===== src/rtl/uart_tx_drain.sv =====
// UART transmit serializer draining a FIFO read port, one frame per word.
// Ports: clk, rst_n, fifo_empty, fifo_data in; fifo_read, tx, busy out.
module uart_tx_drain #(
    parameter int DATA_BITS = 8,
    parameter int CLK_DIV   = 16,
    parameter int PARITY    = 0,
    parameter int STOP_BITS = 1
) (
    input  logic                 clk,
    input  logic                 rst_n,
    input  logic                 fifo_empty,
    input  logic [DATA_BITS-1:0] fifo_data,
    output logic                 fifo_read,
    output logic                 tx,
    output logic                 busy
);

    localparam int DIV_W = (CLK_DIV > 1) ? $clog2(CLK_DIV) : 1;
    localparam int CNT_W = $clog2(DATA_BITS + 1);

    localparam logic [DIV_W-1:0] DIV_LAST  = DIV_W'(CLK_DIV - 1);
    localparam logic [CNT_W-1:0] DATA_LAST = CNT_W'(DATA_BITS - 1);
    localparam logic [CNT_W-1:0] STOP_LAST = CNT_W'(STOP_BITS - 1);

    typedef enum logic [2:0] {
        S_IDLE,
        S_START,
        S_DATA,
        S_PAR,
        S_STOP
    } state_t;

    state_t               state, state_n;
    logic [DIV_W-1:0]     div, div_n;
    logic [CNT_W-1:0]     cnt, cnt_n;
    logic [DATA_BITS-1:0] shreg, shreg_n;
    logic                 par_bit, par_n;
    logic                 tx_n;
    logic                 read_n;
    logic                 busy_n;
    logic                 bit_end;

    assign bit_end = (div == DIV_LAST);

    always_ff @(posedge clk or negedge rst_n) begin
        if (!rst_n) begin
            state     <= S_IDLE;
            div       <= '0;
            cnt       <= '0;
            shreg     <= '0;
            par_bit   <= 1'b0;
            tx        <= 1'b1;
            fifo_read <= 1'b0;
            busy      <= 1'b0;
        end else begin
            state     <= state_n;
            div       <= div_n;
            cnt       <= cnt_n;
            shreg     <= shreg_n;
            par_bit   <= par_n;
            tx        <= tx_n;
            fifo_read <= read_n;
            busy      <= busy_n;
        end
    end

    always_comb begin
        state_n = state;
        div_n   = div;
        cnt_n   = cnt;
        shreg_n = shreg;
        par_n   = par_bit;
        tx_n    = tx;
        read_n  = 1'b0;

        // Divider free-runs in every non-idle state and wraps on bit end.
        if (state != S_IDLE) begin
            div_n = bit_end ? '0 : div + DIV_W'(1);
        end

        unique case (state)
            S_IDLE: begin
                tx_n = 1'b1;
                if (!fifo_empty) begin
                    shreg_n = fifo_data;
                    par_n   = (PARITY == 2) ? ~^fifo_data : ^fifo_data;
                    read_n  = 1'b1;
                    tx_n    = 1'b0;
                    div_n   = '0;
                    cnt_n   = '0;
                    state_n = S_START;
                end
            end
            S_START: begin
                if (bit_end) begin
                    tx_n    = shreg[0];
                    state_n = S_DATA;
                end
            end
            S_DATA: begin
                if (bit_end) begin
                    if (cnt == DATA_LAST) begin
                        cnt_n = '0;
                        if (PARITY != 0) begin
                            tx_n    = par_bit;
                            state_n = S_PAR;
                        end else begin
                            tx_n    = 1'b1;
                            state_n = S_STOP;
                        end
                    end else begin
                        cnt_n   = cnt + CNT_W'(1);
                        shreg_n = shreg >> 1;
                        tx_n    = shreg_n[0];
                    end
                end
            end
            S_PAR: begin
                if (bit_end) begin
                    tx_n    = 1'b1;
                    state_n = S_STOP;
                end
            end
            S_STOP: begin
                tx_n = 1'b1;
                if (bit_end) begin
                    if (cnt == STOP_LAST) begin
                        cnt_n   = '0;
                        state_n = S_IDLE;
                    end else begin
                        cnt_n = cnt + CNT_W'(1);
                    end
                end
            end
            default: begin
                tx_n    = 1'b1;
                state_n = S_IDLE;
            end
        endcase

        busy_n = (state_n != S_IDLE);
    end

endmodule


===== config.mk =====
export PLATFORM = sky130hd
export DESIGN_NAME = uart_tx_drain
export DESIGN_NICKNAME = d
export VERILOG_FILES = /design/src/rtl/uart_tx_drain.sv
export SDC_FILE = /design/constraint.sdc
export NUM_CORES = 1
export LEC_CHECK = 0
export CORE_MARGIN = 2
export CORE_UTILIZATION = 55
export DETAILED_ROUTE_END_ITERATION = 8
export DONT_BUFFER_PORTS = 1
export PLACE_DENSITY = 0.73
export SLEW_MARGIN = 20
export SYNTH_ARGS = -nofsm -noshare
export SYNTH_HDL_FRONTEND = slang
export SYNTH_SLANG_ARGS = --single-unit

===== constraint.sdc =====
create_clock -name clk -period 1.65 [get_ports clk]
set_input_delay 0.0825 -clock clk [delete_from_list [all_inputs] [get_ports clk]]
set_output_delay 0.0825 -clock clk [all_outputs]
set_load 0.01 [all_outputs]

== Word level (Yosys, flattened, before mapping) ==
Cells that the tools add are included.

* Bits in registers: 22
* Word-level logic and storage cells: 60
* Output and inout port bits: 3

* Eq/ne operators: 12
* $add $sub $neg: 2
* Mux-type cells: 30
* Reduce and logical (&&, ||, !) cells: 9

{| class="wikitable"
|+ Operators by type and width
! cell !! number
|-
| $mux W4 || 9
|-
| $mux W8 || 3
|-
| $mux W3 || 7
|-
| $pmux W8 S2 || 1
|-
| $pmux W3 S5 || 1
|-
| $ne A2 B2 Y1 const B || 6
|-
| $pmux W4 S3 || 1
|-
| $reduce_bool A3 Y1 || 3
|-
| $add A4 B1 Y4 const B || 2
|-
| $reduce_and A4 Y1 || 2
|-
| $mux W1 || 7
|-
| $eq A3 B2 Y1 const B || 2
|-
| $eq A4 B3 Y1 const B || 1
|-
| $eq A4 B4 Y1 const B || 1
|-
| $logic_not A4 Y1 || 1
|-
| $pmux W1 S4 || 1
|-
| $eq A3 B1 Y1 const B || 1
|-
| $eq A3 B3 Y1 const B || 1
|-
| $logic_not A3 Y1 || 1
|-
| $reduce_and A3 Y1 || 1
|-
| $reduce_bool A2 Y1 || 1
|}

== Depth between registers and ports, before layout ==
Gate-level depths: netlist of run 1.

* Word-level depth: 5
* Mapped depth: 6

== Worst setup path before layout of run 1 ==
No wires, ideal clock.

* Path kind: register -> register
* Start: reg div[0]
* End: reg busy
* Path slack: -0.081 ns
* Data arrival time: 1.599 ns
* Stages on the path, launching flop included: 6
* Required time: 1.519 ns
* Cells stage by stage: dfrtp_1 ha_1 and3_2 buf_6 a41o_1 or3_1

* Cells in the longest elaborated chain, start to end: 4
* Elaborated cells between the ends (all ways): 7
* Classes of those cells: eq/ne (1); mux (5); reduce/logical (1)

{| class="wikitable"
|+ Ends and longest elaborated chain
! what !! RTL line !! text
|-
| from (decl) || 34 || <nowiki>logic [DIV_W-1:0] div, div_n;</nowiki>
|-
| from (signal assigned) || 57 || <nowiki>div <= div_n;</nowiki>
|-
| $eq A4 B4 Y1 * || 43 || <nowiki>assign bit_end = (div == DIV_LAST);</nowiki>
|-
| $mux W3, on equally long branches || -- ||
|-
| $pmux W3 S5 * || 81 || <nowiki>unique case (state)</nowiki>
|-
| named net state_n[2] || 33 || <nowiki>state_t state, state_n;</nowiki>
|-
| $reduce_bool A3 Y1 * || 141 || <nowiki>busy_n = (state_n != S_IDLE);</nowiki>
|-
| named net busy_n || 40 || <nowiki>logic busy_n;</nowiki>
|-
| to (signal assigned) || 63 || <nowiki>busy <= busy_n;</nowiki>
|-
| to (decl) || 15 || <nowiki>output logic busy</nowiki>
|}

Mark *: on every way through the listed nets, which the timed path passes. The rest lies on a longest branch.
A chain may end at the register's enable or synchronous reset.

== Worst setup path after layout of run 1 ==
* Start: reg cnt[1]
* End: reg busy

* Cells in the longest elaborated chain, start to end: 5
* Elaborated cells between the ends (all ways): 8
* Classes of those cells: eq/ne (1); mux (5); reduce/logical (2)

{| class="wikitable"
|+ Ends and longest elaborated chain
! what !! RTL line !! text
|-
| from (decl) || 35 || <nowiki>logic [CNT_W-1:0] cnt, cnt_n;</nowiki>
|-
| from (signal assigned) || 58 || <nowiki>cnt <= cnt_n;</nowiki>
|-
| $eq A4 B3 Y1 / $logic_not A4 Y1 (equally long branches) || 102, 127 ||
|-
| $mux W3, on equally long branches || 102, 127 ||
|-
| $mux W3, on equally long branches || 101, 126 ||
|-
| $pmux W3 S5 * || 81 ||
|-
| named net state_n[2] || 33 ||
|-
| $reduce_bool A3 Y1 * || 141 ||
|-
| named net busy_n || 40 ||
|}

Marked as above.

==> flow_summary_export.csv, run 1 <==
group,metric,value,unit
cells_and_area,final_layout_size_suffix_gt1_share,32.7,%
sta,timing_hold_violations_final,0,
logic_synthesis,synth-adder-area-share,3.05,%
setup_path,timing.critical_path.slowest_stage_cell,"sky130_fd_sc_hd__dfrtp_1",
cells_and_area,area_growth,26.5,%
logic_synthesis,netlist-cell-type-count,41,
outcome,run_status,"finished, violations left",
logic_synthesis,ys_top_cells_by_area,"sky130_fd_sc_hd__dfrtp_1 (43%), sky130_fd_sc_hd__mux2i_1 (6.5%), sky130_fd_sc_hd__a21oi_1 (4.1%), sky130_fd_sc_hd__a31oi_1 (3.6%), sky130_fd_sc_hd__ha_1 (3.1%)",
clocking,cts.path.max_buffers,2,
logic_synthesis,synthMuxAreaShare,6.52,%
setup_path,critPathBufInv,0,
logic_synthesis,postSynthRegisterBits,22,
global_routing,grt_first_pass_wirelength,4630,um
clocking,cts_tree,"built",
logic_synthesis,ys_dominant_reg_cell,"sky130_fd_sc_hd__dfrtp_1",
setup_path,critical_path_arrival,1.87,ns
setup_path,cp_data_required_time,1.84,ns
routing,first_drt_pass_iteration_count,4,
logic_synthesis,synth.yosys.seq_area_share,44.9,%
floorplan,area_of_the_placeable_core,2170,um2
sta,finalMaxSlewViolations,0,
logic_synthesis,avgSynthCellArea,10.2,um2
placed_design,hpwl,2000,um
routing,final_antenna_net_count,0,
logic_synthesis,async_reset_ff_share,100,%
sta,hold-worst-slack,0.0140,ns
floorplan,die_x,51.3,um
logic_synthesis,synth_common_cells,"sky130_fd_sc_hd__dfrtp_1 (21), sky130_fd_sc_hd__a21oi_1 (10), sky130_fd_sc_hd__mux2i_1 (8)",
global_routing,grt_max_degree,23,
setup_path,slowest_delay,0.42,ns
setup_path,timing.critical_path.from_type,"register",
clocking,tritoncts.num_buffers,3,
setup_path,worstPathCellList,"ha_2 -> and3b_4 -> or2_1 -> a41o_1 -> or3_1",
clocking,tritoncts_num_sinks,22,
clocking,clkTransAtPathRegs,0.12,ns
sta,final.setup_skew,0.00673,ns
outcome,violations,"negative setup slack",
logic_synthesis,synth-warning-count,0,
clocking,clock_tree.htree_level_count,1,
routing,remaining_drc_errors,0,
logic_synthesis,synthesis.nets,134,
job,max_cap_violation_count,0,
placed_design,placed_cells,158,
floorplan,die_height,51.3,um
logic_synthesis,yosysTopAreaCellShare,42.8,%
logic_synthesis,count_of_flip_flops_with_a_built_in_enable_after_synthesis,0,
logic_synthesis,synth_top_family_by_area,"compound AO/OA/AOI/OAI gates",
cells_and_area,post-route-util,71.6,%
cells_and_area,n_antenna_cell,0,
global_routing,track_usage,23.9,%
sta,worst-slew-pin-transition,0.496,ns
global_routing,initial_antenna_violation_count,0,
logic_synthesis,post_synthesis_share_of_cell_area_spent_on_xor_and_xnor_gates,0,%
floorplan,ios,14,
placed_design,routabilityCongestion,0.789,
logic_synthesis,leading_area_contributor_after_synthesis,"sky130_fd_sc_hd__dfrtp_1",
floorplan,floorplan.die_area,2630,um2
clocking,clock-root-buffer,"sky130_fd_sc_hd__clkbuf_4",
setup_path,path_max_fanout,3,
global_routing,grt_pass1_vias,989,
logic_synthesis,post_synth_instance_area,1230,um2
worst_hold_path,min-delay-path-class,"in2reg",
power_and_ir_drop,overall_power,0.00233,W
floorplan,floorplan.initialDensity,56.6,%
sta,final.min_clock_period,1.68,ns
sta,max_freq,0.596,GHz
cells_and_area,layout.cells.non_filler,175,
logic_synthesis,complex_gate_fraction_of_the_synthesized_area,22.0,%
logic_synthesis,syn_inst,120,
floorplan,placement_rows,17,
global_routing,grt_overflow_total,0,
routing,drt_iter0_markers,22,
routing,dr_total_vias,1042,
placed_design,io_buffer_count,0,
setup_path,setup.worst_path.class,"reg2reg",
power_and_ir_drop,leakage,0.707,nW
setup_path,setup.worst_path.end_class,"register",
sta,timing.max_slew.rel_slack,67.0,%
sta,setup_violators_final,2,
routing,avgRoutedWirePerCell,16.7,um
power_and_ir_drop,power_per_cell_area,1500,nW/um2
routing,wl,2930,um
sta,fraction_of_the_cycle_the_final_worst_path_needs,102,%
routing,routed_via_density,5.95,
sta,rsz0062_at_grt,"true",
sta,worst_slack,-0.0289,ns
setup_path,cpLargestDelayFamily,"simple AND/OR/NAND/NOR gates",
cells_and_area,nets,162,
logic_synthesis,synth_simple_gate_area_share,18.9,%
logic_synthesis,synthMostInstantiatedCell,"sky130_fd_sc_hd__dfrtp_1",
power_and_ir_drop,worst_ir_drop_vdd,1.02,mV
clocking,clock_latency,0.31,ns
[area by class of cell]
type                    instances  area [um2]
repair buffers                 30         253
multi-input cells              87         672
flip-flops and latches         22         553
well taps                      28        35.0
clock buffers                   4        26.3
inverters                       4        15.0
fillers                       176         616
[sequential cells by signal (all words and copies together) (netlist names)]
register / flops
busy: 1
cnt: 4
div: 4
fifo_read: 1
shreg: 8
state: 3
tx: 1
[per-layer routing]
metal  up-vias  routed length [um]  GRT usage, %
li1        501                   -             -
met1       516                1300          29.9
met2        21                1540          42.0
met3         4                  65          2.92
met4         0                  31          9.21
met5         -                   0             0
[layout by cell type (no fill, tap or decap), types with 2 or more instances in the layout]
cell type,netlist,final
sky130_fd_sc_hd__dfrtp_1,21,20
sky130_fd_sc_hd__a21o_1,2,2
sky130_fd_sc_hd__buf_4,1,20
sky130_fd_sc_hd__a21oi_1,10,10
sky130_fd_sc_hd__buf_6,1,6
sky130_fd_sc_hd__o21ai_1,5,6
sky130_fd_sc_hd__dlygate4sd3_1,0,3
sky130_fd_sc_hd__nand3_1,6,6
sky130_fd_sc_hd__clkbuf_4,0,3
sky130_fd_sc_hd__a31oi_1,7,7
sky130_fd_sc_hd__or3_1,2,2
sky130_fd_sc_hd__or3b_1,2,2
sky130_fd_sc_hd__nor2_1,7,7
sky130_fd_sc_hd__inv_1,4,4
sky130_fd_sc_hd__nor3_1,3,3
sky130_fd_sc_hd__o22ai_4,0,2
sky130_fd_sc_hd__o21ai_0,3,2
sky130_fd_sc_hd__mux2i_1,8,8
sky130_fd_sc_hd__nand2_1,6,6
[final timing paths]
path	from	cells past startpoint	slack, ns	end
setup reg to reg	cnt[1]	5	-0.03	busy
setup / recovery	cnt[1]	5	-0.03	busy
min in group asynchronous	rst_n	2	0.26	div[3]
hold / removal	fifo_data[0]	2	0.01	shreg[0]
max in group asynchronous	rst_n	2	1.02	state[1]
hold reg to reg	shreg[7]	1	0.52	shreg[7]
[cell families (layout without fill, tap and decap cells)]
| group | count (synthesis) | in the layout |
|---|---|---|
| and+or+nand+nor | 38 | 38 |
| AOI/OAI and AO/OA | 38 | 38 |
| adders and majority gates | 3 | 3 |
| DFF | 22 | 22 |
| buffers and inverters | 11 | 38 |
| muxes | 8 | 8 |
[power by group]
part / total, W / switching, W / internal, W / leakage, nW
clock network: 0.000252 / 0.000158 / 0.0000943 / 0.0150
registers: 0.000974 / 0.000220 / 0.000754 / 0.264
logic: 0.00111 / 0.000521 / 0.000585 / 0.428
total: 0.00233 / 0.000899 / 0.00143 / 0.707
[per-stage QoR]
| stage | setup TNS [ns] | area, um2 | worst slack [ns] |
|---|---|---|---|
| final | -0.0333 | 1550 | -0.0289 |
| after global routing | -0.300 | 1550 | -0.108 |
| after CTS | -0.0408 | 1450 | -0.0307 |
| after detailed placement | -0.0903 | 1370 | -0.0451 |
| after global placement | 0 | 1370 | 0.00812 |
| after floorplan | 0 | 1240 | 0.00325 |
[what timing repair did]
item | CTS | global route
endpoints found under the hold margin | 27 | 21
hold buffers | 3 | 1
pin swaps | 4 | 7
endpoints found under the setup margin | 5 | 13
setup buffers | 2 | 7
gates resized for setup | 3 | 13
Note: power is estimated with default switching activity, not from simulation.
==> run 2: changes to the inputs <==
- CORE_UTILIZATION: 55 -> 58
- CTS_BUF_LIST: default -> sky130_fd_sc_hd__clkbuf_4 sky130_fd_sc_hd__clkbuf_8
- PLACE_DENSITY: 0.73 -> 0.76
==> run 2 against run 1 <==
Net effect:
- the flow still finishes with violations (negative setup slack)
- count of clock-buffer cells in the layout unchanged
- critical path depth unchanged
- clock skew up 0.0064 ns
- routed wire length down 15%
- sequential share of layout area up 2.0 points
- die area down 4.8%
- critical path type unchanged
- critical endpoint unchanged
- highest routed layer unchanged
==> flow_summary_export.csv, run 2 (synthesized netlist as in run 1, its figures left out) <==
group,metric,value,unit
sta,worst-slew-pin-transition,0.493,ns
floorplan,ios,14,
setup_path,critPathBufInv,0,
cells_and_area,n_antenna_cell,0,
setup_path,cpLargestDelayFamily,"simple AND/OR/NAND/NOR gates",
floorplan,floorplan.initialDensity,62.0,%
cells_and_area,largest_register_ffs,8,
power_and_ir_drop,leakage,0.671,nW
routing,wl,2480,um
setup_path,timing.critical_path.slowest_stage_cell,"sky130_fd_sc_hd__dfrtp_1",
routing,dr_total_vias,997,
power_and_ir_drop,worst_ir_drop_vdd,0.985,mV
global_routing,track_usage,22.1,%
outcome,run_status,"finished, violations left",
clocking,clock_tree.htree_level_count,1,
clocking,clock_latency,0.31,ns
clocking,tritoncts.num_buffers,3,
setup_path,critical_path_arrival,1.89,ns
floorplan,floorplan.die_area,2500,um2
routing,routed_via_density,6.04,
setup_path,setup.worst_path.end_class,"register",
placed_design,placed_cells,154,
setup_path,path_max_fanout,3,
floorplan,area_of_the_placeable_core,1980,um2
sta,final.min_clock_period,1.71,ns
sta,fin_setup_tns,-0.0827,ns
routing,first_drt_pass_iteration_count,4,
floorplan,die_height,50.0,um
sta,timing.max_slew.rel_slack,67.1,%
setup_path,rr_startpoint,"cnt[0]",
placed_design,io_buffer_count,0,
worst_hold_path,endpoint_of_the_worst_hold_path,"shreg[6]",
setup_path,crit_path_start,"cnt[0]",
sta,fraction_of_the_cycle_the_final_worst_path_needs,104,%
sta,hold-worst-slack,0.00457,ns
sta,rsz0062_at_grt,"true",
cells_and_area,nets,153,
sta,finalMaxSlewViolations,0,
global_routing,grt_first_pass_wirelength,4190,um
floorplan,die_x,50.0,um
sta,max_freq,0.585,GHz
worst_hold_path,holdPathStages,2,
setup_path,rr_endpoint,"busy",
setup_path,timing.reg2reg.setup_slack,-0.06,ns
sta,final.setup_skew,0.0131,ns
setup_path,setup.worst_path.class,"reg2reg",
placed_design,placed_cell_area,1350,um2
cells_and_area,layout.cells.non_filler,165,
routing,final_antenna_net_count,0,
global_routing,grt_pass1_vias,968,
setup_path,worstPathCellList,"ha_2 -> and3b_4 -> or2_1 -> a41o_1 -> or3_1",
clocking,clkTransAtPathRegs,0.12,ns
cells_and_area,area_growth,19.6,%
floorplan,placement_rows,16,
clocking,clock-root-buffer,"sky130_fd_sc_hd__clkbuf_4",
setup_path,timing.critical_path.from_type,"register",
outcome,violations,"negative setup slack",
placed_design,detailedPlace.worstSlack,-0.0254,ns
cells_and_area,design_area_final,1470,um2
cells_and_area,layout.cells.most_common,"sky130_fd_sc_hd__dfrtp_1",
sta,setup_violators_final,3,
clocking,cts.path.max_buffers,2,
routing,drt_iter0_markers,26,
setup_path,reg2regPathDepth,5,
setup_path,cp_data_required_time,1.83,ns
job,max_cap_violation_count,0,
placed_design,routabilityCongestion,0.881,
clocking,cts_tree,"built",
placed_design,hpwl,1730,um
worst_hold_path,min-delay-path-class,"in2reg",
cells_and_area,final_layout_size_suffix_gt1_share,25.4,%
routing,remaining_drc_errors,0,
power_and_ir_drop,power_per_cell_area,1470,nW/um2
worst_hold_path,worst_min_path_start,"fifo_data[6]",
cells_and_area,largestRegisters,"shreg x8, cnt x4, div x4",
routing,avgRoutedWirePerCell,15.0,um
cells_and_area,largest-register,"shreg",
global_routing,grt_max_degree,23,
clocking,tritoncts_num_sinks,22,
sta,timing_hold_violations_final,0,
global_routing,initial_antenna_violation_count,0,
global_routing,grt_overflow_total,0,
sta,worst_slack,-0.0580,ns
setup_path,slowest_delay,0.42,ns
cells_and_area,layout_common_cells,"sky130_fd_sc_hd__dfrtp_1 (21), sky130_fd_sc_hd__buf_4 (14), sky130_fd_sc_hd__a21oi_1 (10)",
-- run 2: stage by stage --
stage	power [W]	utilization, %
3_3_place_gp	0.00177	68.3
4_1_cts	0.00209	71.3
5_1_grt	0.00234	74.1
6_report	0.00216	74.1
3_5_place_dp	0.00181	68.3
2_1_floorplan	0.00153	-
-- run 2: layer usage --
| metal | GRT usage (%) | share of wire [%] |
|---|---|---|
| met4 | 6.94 | 0.65 |
| met1 | 28.4 | 44 |
| met5 | 0 | 0 |
| met2 | 36.8 | 50 |
| met3 | 4.85 | 4.6 |
-- run 2: layout make-up --
type,instances,area [um2]
clock buffer,4,30.0
fill,147,513
inverter,4,15.0
multi-input combinational,87,643
sequential,22,552
tap,27,33.8
timing repair buffer,21,195
-- run 2: worst max-delay path by stage --
stage | to | cells past startpoint
after global placement | busy | 5
after floorplan | busy | 5
after CTS | busy | 5
after detailed placement | busy | 5
after global routing | cnt[1] | 5
final | busy | 5
-- run 2: timing repair --
item,4_1_cts,5_1_grt
resized for setup,0,1
hold endpoints to repair,27,22
hold buffers,3,2
pin swaps,2,4
endpoints found under the setup margin,3,10
setup buffers,0,1
gates cloned,0,1
-- run 2: report_power, final --
group	internal, W	switching, W	total, W
Combinational	0.000489	0.000425	0.000914
Sequential	0.000751	0.000229	0.000980
Clock	0.000111	0.000157	0.000267
-- run 2: worst register-to-register path, delay by kind of cell, from the launching register on --
family | cells | cell delay (ns)
flops | 1 | 0.42
compound gates | 1 | 0.19
simple gates | 3 | 0.76
fa+ha+maj | 1 | 0.21
